`config.mk`:
```
export PLATFORM = sky130hd
export DESIGN_NAME = sba_ctrl
export DESIGN_NICKNAME = d
export VERILOG_FILES = /design/src/rtl/sba_pkg.sv /design/src/rtl/sba_ctrl.sv
export SDC_FILE = /design/constraint.sdc
export NUM_CORES = 1
export LEC_CHECK = 0
export ABC_CLOCK_PERIOD_IN_PS = 5140
export CAP_MARGIN = 15
export CORE_MARGIN = 2
export CORE_UTILIZATION = 44
export DETAILED_ROUTE_END_ITERATION = 10
export GPL_TIMING_DRIVEN = 0
export PLACE_DENSITY = 0.88
export SYNTH_ARGS = -nofsm -noshare
export SYNTH_HDL_FRONTEND = slang
export SYNTH_SLANG_ARGS = --single-unit
export TNS_END_PERCENT = 5
```
`constraint.sdc`:
```
create_clock -name CLK -period 5.14 [get_ports CLK]
set_clock_uncertainty 0.15 [all_clocks]
set_input_delay 1.028 -clock CLK [delete_from_list [all_inputs] [get_ports CLK]]
set_output_delay 1.028 -clock CLK [all_outputs]
set_load 0.02 [all_outputs]
```
`src/rtl/sba_pkg.sv`:
```
// sba_pkg: shared types and constants for the System Bus Access sequencer.
// Contents: DMI register addresses, sbcs bit positions, sberror codes, FSM states,
//           plus alignment and read-data sizing helpers used by sba_ctrl.
package sba_pkg;

  // DMI register addresses owned by the SBA block.
  typedef enum logic [6:0] {
    DMI_SBCS        = 7'h38,
    DMI_SBADDRESS0  = 7'h39,
    DMI_SBADDRESS1  = 7'h3A,
    DMI_SBADDRESS2  = 7'h3B,
    DMI_SBDATA0     = 7'h3C,
    DMI_SBDATA1     = 7'h3D
  } sba_dmi_addr_e;

  // sbcs bit positions.
  localparam int SBCS_VERSION_LSB = 29;
  localparam int SBCS_BUSYERROR   = 22;
  localparam int SBCS_BUSY        = 21;
  localparam int SBCS_READONADDR  = 20;
  localparam int SBCS_ACCESS_LSB  = 17;
  localparam int SBCS_AUTOINC     = 16;
  localparam int SBCS_READONDATA  = 15;
  localparam int SBCS_ERROR_LSB   = 12;
  localparam int SBCS_ASIZE_LSB   = 5;

  typedef enum logic [2:0] {
    SBERR_NONE    = 3'd0,
    SBERR_TIMEOUT = 3'd1,
    SBERR_BADADDR = 3'd2,
    SBERR_ALIGN   = 3'd3,
    SBERR_SIZE    = 3'd4
  } sberror_e;

  typedef enum logic [2:0] {
    ST_IDLE    = 3'd0,
    ST_RD_REQ  = 3'd1,
    ST_RD_WAIT = 3'd2,
    ST_WR_REQ  = 3'd3,
    ST_WR_WAIT = 3'd4
  } sba_state_e;

  // True when the low address bits are not a multiple of the access size.
  function automatic logic sba_misaligned(input logic [2:0] addr_lo, input logic [1:0] acc);
    logic bad;
    case (acc)
      2'd0:    bad = 1'b0;
      2'd1:    bad = addr_lo[0];
      2'd2:    bad = |addr_lo[1:0];
      default: bad = |addr_lo[2:0];
    endcase
    return bad;
  endfunction

  // Keep only the low 2^acc bytes of engine read data, zero-extended to 64 bits.
  function automatic logic [63:0] sba_size_extend(input logic [63:0] d, input logic [1:0] acc);
    logic [63:0] r;
    case (acc)
      2'd0:    r = {56'd0, d[7:0]};
      2'd1:    r = {48'd0, d[15:0]};
      2'd2:    r = {32'd0, d[31:0]};
      default: r = d;
    endcase
    return r;
  endfunction

endpackage

```
`src/rtl/sba_ctrl.sv`:
```
// sba_ctrl: debug-module SBA sequencer; owns sbcs/sbaddress/sbdata, launches single-beat engine accesses.
// Latency: start pulse in the cycle after the trigger; back in IDLE 3 cycles after trigger if ready follows the pulse.
// Backpressure: DMI data/address accesses while busy are dropped and raise sbbusyerror; WAIT is bounded by TIMEOUT.
// Ports: CLK/RST; DMI strobes sbcs_wr, sbaddr0/1_wr, sbdata0/1_wr, sbdata0_rd with dmi_wdata;
//        readback sbcs/sbaddress/sbdata; engine side sb_access, start_single_read/write,
//        read_data_ready, write_data_ready, sbdata_read, bus_error.
module sba_ctrl
  import sba_pkg::*;
#(
  parameter int SBASIZE = 64,
  parameter int TIMEOUT = 1023
) (
  input  logic               CLK,
  input  logic               RST,
  input  logic               sbcs_wr,
  input  logic               sbaddr0_wr,
  input  logic               sbaddr1_wr,
  input  logic               sbdata0_wr,
  input  logic               sbdata1_wr,
  input  logic               sbdata0_rd,
  input  logic [31:0]        dmi_wdata,
  output logic [31:0]        sbcs,
  output logic [SBASIZE-1:0] sbaddress,
  output logic [63:0]        sbdata,
  output logic [2:0]         sb_access,
  output logic               start_single_read,
  output logic               start_single_write,
  input  logic               read_data_ready,
  input  logic               write_data_ready,
  input  logic [63:0]        sbdata_read,
  input  logic               bus_error
);

  // Counter only has to reach TIMEOUT-1.
  localparam int TW = (TIMEOUT > 1) ? $clog2(TIMEOUT) : 1;

  sba_state_e         state_q, state_d;
  logic               busyerr_q, busyerr_d;
  logic               readonaddr_q, readonaddr_d;
  logic [2:0]         sbaccess_q, sbaccess_d;
  logic               autoinc_q, autoinc_d;
  logic               readondata_q, readondata_d;
  logic [2:0]         sberror_q, sberror_d;
  logic [SBASIZE-1:0] sbaddress_q, sbaddress_d;
  logic [63:0]        sbdata_q, sbdata_d;
  logic [1:0]         acc_q, acc_d;     // size of the access in flight
  logic [TW-1:0]      cnt_q, cnt_d;
  logic               start_rd_q, start_rd_d;
  logic               start_wr_q, start_wr_d;

  logic               busy;
  logic               dmi_touch;
  logic               trig_rd;
  logic               trig_wr;
  logic               done;
  logic [63:0]        addr_ext;

  assign busy = (state_q != ST_IDLE);

  always_comb begin
    state_d      = state_q;
    busyerr_d    = busyerr_q;
    readonaddr_d = readonaddr_q;
    sbaccess_d   = sbaccess_q;
    autoinc_d    = autoinc_q;
    readondata_d = readondata_q;
    sberror_d    = sberror_q;
    sbdata_d     = sbdata_q;
    acc_d        = acc_q;
    cnt_d        = cnt_q;
    start_rd_d   = 1'b0;
    start_wr_d   = 1'b0;
    trig_rd      = 1'b0;
    trig_wr      = 1'b0;
    done         = 1'b0;
    addr_ext     = '0;
    addr_ext[SBASIZE-1:0] = sbaddress_q;

    // sbcs writes are accepted even while busy; the in-flight size is held in acc_q.
    if (sbcs_wr) begin
      readonaddr_d = dmi_wdata[SBCS_READONADDR];
      sbaccess_d   = dmi_wdata[SBCS_ACCESS_LSB +: 3];
      autoinc_d    = dmi_wdata[SBCS_AUTOINC];
      readondata_d = dmi_wdata[SBCS_READONDATA];
      if (dmi_wdata[SBCS_BUSYERROR]) busyerr_d = 1'b0;
      sberror_d = sberror_q & ~dmi_wdata[SBCS_ERROR_LSB +: 3];
    end

    dmi_touch = sbaddr0_wr | sbaddr1_wr | sbdata0_wr | sbdata1_wr | sbdata0_rd;

    if (busy) begin
      if (dmi_touch) busyerr_d = 1'b1;
    end else begin
      // Register loads happen first so a trigger sees the freshly written address/data.
      if (sbaddr0_wr) addr_ext[31:0]  = dmi_wdata;
      if (sbaddr1_wr) addr_ext[63:32] = dmi_wdata;
      if (sbdata0_wr) sbdata_d[31:0]  = dmi_wdata;
      if (sbdata1_wr) sbdata_d[63:32] = dmi_wdata;

      trig_rd = (sbaddr0_wr && readonaddr_q) || (sbdata0_rd && readondata_q);
      trig_wr = sbdata0_wr;

      if ((trig_rd || trig_wr) && (sberror_q == 3'd0) && !busyerr_q) begin
        if (sbaccess_q > 3'd3) begin
          sberror_d = SBERR_SIZE;
        end else if (sba_misaligned(addr_ext[2:0], sbaccess_q[1:0])) begin
          sberror_d = SBERR_ALIGN;
        end else begin
          acc_d = sbaccess_q[1:0];
          if (trig_wr) begin
            state_d    = ST_WR_REQ;
            start_wr_d = 1'b1;
          end else begin
            state_d    = ST_RD_REQ;
            start_rd_d = 1'b1;
          end
        end
      end
    end

    case (state_q)
      ST_RD_REQ: begin
        state_d = ST_RD_WAIT;
        cnt_d   = '0;
      end
      ST_WR_REQ: begin
        state_d = ST_WR_WAIT;
        cnt_d   = '0;
      end
      ST_RD_WAIT, ST_WR_WAIT: begin
        done = (state_q == ST_RD_WAIT) ? read_data_ready : write_data_ready;
        if (done) begin
          state_d = ST_IDLE;
          // Completion status overrides any error clear written in the same cycle.
          if (bus_error) begin
            sberror_d = SBERR_BADADDR;
          end else begin
            if (state_q == ST_RD_WAIT) sbdata_d = sba_size_extend(sbdata_read, acc_q);
            if (autoinc_q) addr_ext = addr_ext + (64'd1 << acc_q);
          end
        end else if ((TIMEOUT != 0) && (cnt_q == TW'(TIMEOUT - 1))) begin
          state_d   = ST_IDLE;
          sberror_d = SBERR_TIMEOUT;
        end else begin
          cnt_d = cnt_q + TW'(1);
        end
      end
      default: ;
    endcase

    // Truncation gives the modulo-2^SBASIZE wrap for autoincrement.
    sbaddress_d = addr_ext[SBASIZE-1:0];
  end

  always_ff @(posedge CLK or posedge RST) begin
    if (RST) begin
      state_q      <= ST_IDLE;
      busyerr_q    <= 1'b0;
      readonaddr_q <= 1'b0;
      sbaccess_q   <= 3'd2;
      autoinc_q    <= 1'b0;
      readondata_q <= 1'b0;
      sberror_q    <= 3'd0;
      sbaddress_q  <= '0;
      sbdata_q     <= '0;
      acc_q        <= 2'd2;
      cnt_q        <= '0;
      start_rd_q   <= 1'b0;
      start_wr_q   <= 1'b0;
    end else begin
      state_q      <= state_d;
      busyerr_q    <= busyerr_d;
      readonaddr_q <= readonaddr_d;
      sbaccess_q   <= sbaccess_d;
      autoinc_q    <= autoinc_d;
      readondata_q <= readondata_d;
      sberror_q    <= sberror_d;
      sbaddress_q  <= sbaddress_d;
      sbdata_q     <= sbdata_d;
      acc_q        <= acc_d;
      cnt_q        <= cnt_d;
      start_rd_q   <= start_rd_d;
      start_wr_q   <= start_wr_d;
    end
  end

  always_comb begin
    sbcs = '0;
    sbcs[SBCS_VERSION_LSB +: 3] = 3'd1;
    sbcs[SBCS_BUSYERROR]        = busyerr_q;
    sbcs[SBCS_BUSY]             = busy;
    sbcs[SBCS_READONADDR]       = readonaddr_q;
    sbcs[SBCS_ACCESS_LSB +: 3]  = sbaccess_q;
    sbcs[SBCS_AUTOINC]          = autoinc_q;
    sbcs[SBCS_READONDATA]       = readondata_q;
    sbcs[SBCS_ERROR_LSB +: 3]   = sberror_q;
    sbcs[SBCS_ASIZE_LSB +: 7]   = 7'(SBASIZE);
    sbcs[4:0]                   = 5'b01111;
  end

  assign sbaddress          = sbaddress_q;
  assign sbdata             = sbdata_q;
  // While an access is in flight the engine keeps the size it was launched with.
  assign sb_access          = busy ? {1'b0, acc_q} : sbaccess_q;
  assign start_single_read  = start_rd_q;
  assign start_single_write = start_wr_q;

endmodule

```
==> impl_table.tex <==
\begin{tabular}{lr}
\hline
Metric & Value \\
\hline
\multicolumn{2}{l}{\textbf{Status}} \\
\quad Status & finished clean \\
\multicolumn{2}{l}{\textbf{Critical path}} \\
\quad Capture point of the worst reg-to-reg path & sbaddress[58] \\
\quad Worst-case reg-to-reg path depth & 15 \\
\quad Crit. End Element & register \\
\quad Worst path depth & 16 \\
\quad Critical Path Slowest Stage Cell & or4b\_4 \\
\quad WP buf/inv & 5 \\
\quad Stage delay of the slowest cell on the critical path & 0.51 ns \\
\quad Launch instance of the worst register-to-register path & state\_q[1] \\
\quad List of cells traversed by the critical path & buf\_2, or4b\_4, buf\_6, clkbuf\_1, clkbuf\_2, buf\_2, nand2\_1, nand2\_1, ha\_1, a21o\_1, a21oi\_1, nand4b\_2, nor2\_2, nand3\_2, nor4b\_2, xnor2\_1 \\
\quad Internal reg-to-reg setup slack & around 0.43 ns \\
\quad Required @ worst endpoint & around 5.3 ns \\
\quad Data arrival time at the worst-slack endpoint & $\sim$5.1 ns \\
\quad Kind of critical path & primary input to register \\
\quad Worst path top cell family by delay & simple AND/OR/NAND/NOR gates \\
\quad Critical Path Start Type & primary input \\
\quad Worst-path fanout max & 10 \\
\multicolumn{2}{l}{\textbf{STA}} \\
\quad Ratio of final minimum period to clock period & 0.945 \\
\quad Final hold violation count & 0 \\
\quad \# setup viols final & 0 \\
\quad Fmax achieved & 206 MHz \\
\quad Minimum period implied by the final worst setup slack & 4.86 ns \\
\quad Slew HR & 0.382 \\
\quad Slew Viols, Final & 0 \\
\quad Transition time at the pin with the least slew margin & a little over 0.9 ns \\
\quad Setup repair after global routing missed its margin & no \\
\multicolumn{2}{l}{\textbf{Yosys}} \\
\quad Area of the mapped netlist & 9230 um2 \\
\quad Ys async rst share & 1.00 \\
\quad Distinct cell type count of the synthesized netlist & 74 \\
\quad Gate count of the mapped netlist & 991 \\
\quad Post-synth EDFFs & 0 \\
\quad Synthesized flop and latch total & around 160 \\
\quad Share of synthesized area occupied by flip-flops and latches & 0.421 \\
\quad Per-instance average area after synthesis & 9.31 um2 \\
\quad Number of warning messages in the yosys log & 0 \\
\quad Prevailing post-synth register cell & dfrtp\_1 \\
\multicolumn{2}{l}{\textbf{Detailed routing}} \\
\quad Remaining number of nets flagged by the antenna check after routing & 0 \\
\quad Total length of routed wires & roughly 34000 um \\
\quad Residual DRC count & 0 \\
\quad Total iterations of the first detailed-routing run & 6 \\
\quad Mean routed wirelength per cell & $\sim$22 um \\
\quad Via-to-Cell Ratio & between 5 and 6 \\
\quad Initial DRC Count & roughly 750 \\
\quad Routed vias & around 8900 \\
\multicolumn{2}{l}{\textbf{Floorplan}} \\
\quad Number of primary I/O pins & approximately 270 \\
\quad Die area & approximately 22000 um2 \\
\quad Die width & around 150 um \\
\quad \# rows & 52 \\
\quad Effective utilization at floorplan & 0.452 \\
\quad Area of the core region & between 20000 and 25000 um2 \\
\quad Vertical extent of the die & $\sim$150 um \\
\multicolumn{2}{l}{\textbf{Clocking}} \\
\quad \# H-tree levels & 4 \\
\quad Hold Buf Count CTS & 0 \\
\quad Clock network latency to the later pin of the worst-skew pair & $\sim$0.43 ns \\
\quad Largest buffer count on any clock path & 2 \\
\quad CTS tree & yes \\
\quad Clock sink count & 155 \\
\quad Register clock-pin slew on the reported worst setup and hold paths & 0.06 ns \\
\quad Root Buffer Master & clkbuf\_16 \\
\quad Total CTS buffers & 17 \\
\multicolumn{2}{l}{\textbf{GRT}} \\
\quad Antenna violations before repair & 0 \\
\quad Number of global-route vias before repair & between 8000 and 9000 \\
\quad GR Util All Layers & 0.305 \\
\quad Grt ovf & 0 \\
\quad First-pass GRT wire length & between 50000 and 60000 um \\
\quad Maximum number of pins on one net before global-route repair & 42 \\
\multicolumn{2}{l}{\textbf{Hold path}} \\
\quad Worst-case hold path end point & busyerr\_q \\
\quad Path class of the lowest-slack min-delay path & register to register \\
\quad Min-Delay Startpoint & busyerr\_q \\
\quad Min-Delay Path Depth & 2 \\
\multicolumn{2}{l}{\textbf{Final layout}} \\
\quad Design Area, Final & between 10000 and 15000 um2 \\
\quad Fill cell total of the finished layout & between 1500 and 2000 \\
\quad Post-synthesis to final-layout area growth & 36.8\% \\
\quad Share of layout cells above drive strength 1 & 0.0971 \\
\quad Area used by multi-input combinational logic & 4910 um2 \\
\quad Most used cells in the layout excluding fill and tap cells & 229 x clkdlybuf4s50\_1, 153 x dfrtp\_1, 141 x nand2\_1 \\
\quad Storage cell area & 3880 um2 \\
\quad Most frequent standard cell in the layout excluding fill and tap cells & clkdlybuf4s50\_1 \\
\quad Final-stage net count & 1378 \\
\quad Diodes inserted & 0 \\
\multicolumn{2}{l}{\textbf{Power}} \\
\quad VDD IR max & 0.366 mV \\
\quad Power per unit of standard cell area & 575 nW/um2 \\
\quad Reported leakage power & 0.00516 uW \\
\quad Final Power & between 7000 and 8000 uW \\
\multicolumn{2}{l}{\textbf{Placed design}} \\
\quad Number of buffers inserted by port buffering & around 230 \\
\quad Instance area at placement & between 10000 and 15000 um2 \\
\quad Global placer's final weighted congestion & roughly 0.94 \\
\quad Detailed-placement wirelength estimate & roughly 25000 um \\
\multicolumn{2}{l}{\textbf{Run}} \\
\quad Total of max-cap violations & 0 \\
\hline
\end{tabular}
[cell type report]
cell class	count	share of cell area
repair buffers	235	0.189
clock buffers	20	0.0362
multi-input cells	754	0.389
inverters	9	0.00297
plain buffers	92	0.0381
flip-flops and latches	155	0.308
clock inverters	12	0.0101
well taps	270	0.0268
[flip-flops by register name, summed over array words and instances, names as in the netlist]
register and count:
start_single_write 1, cnt_q 10, sbaccess_q 3, sbdata 64, busyerr_q 1, start_single_read 1, readonaddr_q 1, sbaddress 64
state_q 3, readondata_q 1, autoinc_q 1, acc_q 2, sberror_q 3
[cell families (layout without fill, tap and decap cells)]
kind of cell / count (synthesis) / in the layout / share of synthesized area
and+or+nand+nor: 384 / 384 / 0.212
AOI/OAI and AO/OA: 149 / 149 / 0.0980
muxes: 124 / 124 / 0.138
adders and majority gates: 7 / 7 / 0.0103
DFF: 155 / 155 / 0.421
other: 2 / 21 / 0.000814
xor gates and xnor gates: 69 / 69 / 0.0655
buffers and inverters: 101 / 368 / 0.0552
[worst min-delay path, cell delays in order (launching register included)]
cell and delay [ns]:
dfrtp_1 0.37, nand2_1 0.06, o21ai_0 0.06
[metrics by stage]
step                       util  TNS (ns)  cells  hold WS [ns]  worst slack [ns]
after global routing      0.618         0   1547         0.416             0.118
after detailed placement  0.589    -21.98   1515         0.364            -0.734
after CTS                 0.618         0   1547         0.378            0.0474
final                     0.618         0   1547         0.374             0.283
after global placement    0.584    -15.90   1509         0.347            -0.595
after floorplan               -         0   1010         0.320             0.541
[repair_timing]
action / CTS / global route
gates resized for setup: 2 / 7
setup endpoints to repair: 23 / 30
gates cloned: 0 / 0
buffers inserted: 0 / 0
[how the worst max path moves through the flow]
stage	slack (ns)	start	end
global route	0.12	sbaddr0_wr	sbaddress[63]
finish	0.28	sbaddr0_wr	sbaddress[58]
global placement	-0.60	sbaddr0_wr	sbaddress[61]
detailed placement	-0.73	sbaddr0_wr	sbaddress[61]
CTS	0.05	sbaddr0_wr	sbaddress[61]
floorplan	0.54	sbaddr0_wr	sbaddress[21]
[metal layers]
layer  GRT usage  up-vias  routed length (um)
met5           0        -                   0
met2       0.502      510               15800
met3      0.0716      102                3010
li1            -     3991                   -
met4       0.162        0                1710
met1       0.374     4314               13100
[power by group]
group	total (uW)	leakage (uW)	switching [uW]	internal, uW
clock network	1270	0.000278	560	707
registers	2320	0.00186	543	1770
logic	3670	0.00302	1980	1690
total	7260	0.00516	3080	4180
[synthesized netlist by cell type, types with 4 or more instances]
cell	count	area [um2]
dfrtp_1	153	3830
nand2_1	141	529
mux2i_1	108	1080
o21ai_0	86	430
nor2_1	63	236
nand3_1	53	265
clkbuf_1	52	195
xnor2_1	36	315
xor2_1	33	289
nand4_1	27	169
buf_4	26	195
a21oi_1	20	100
nor3_1	16	80.1
mux2_2	15	169
and3_1	14	87.6
nor4_1	11	68.8
inv_1	9	33.8
and2_1	8	50.1
buf_2	8	40.0
a32oi_1	6	52.6
ha_1	6	75.1
nor2b_1	5	31.3
a21o_1	4	30.0
a31oi_1	4	25.0
and4_1	4	35.0
(Power assumes the default switching activity.)
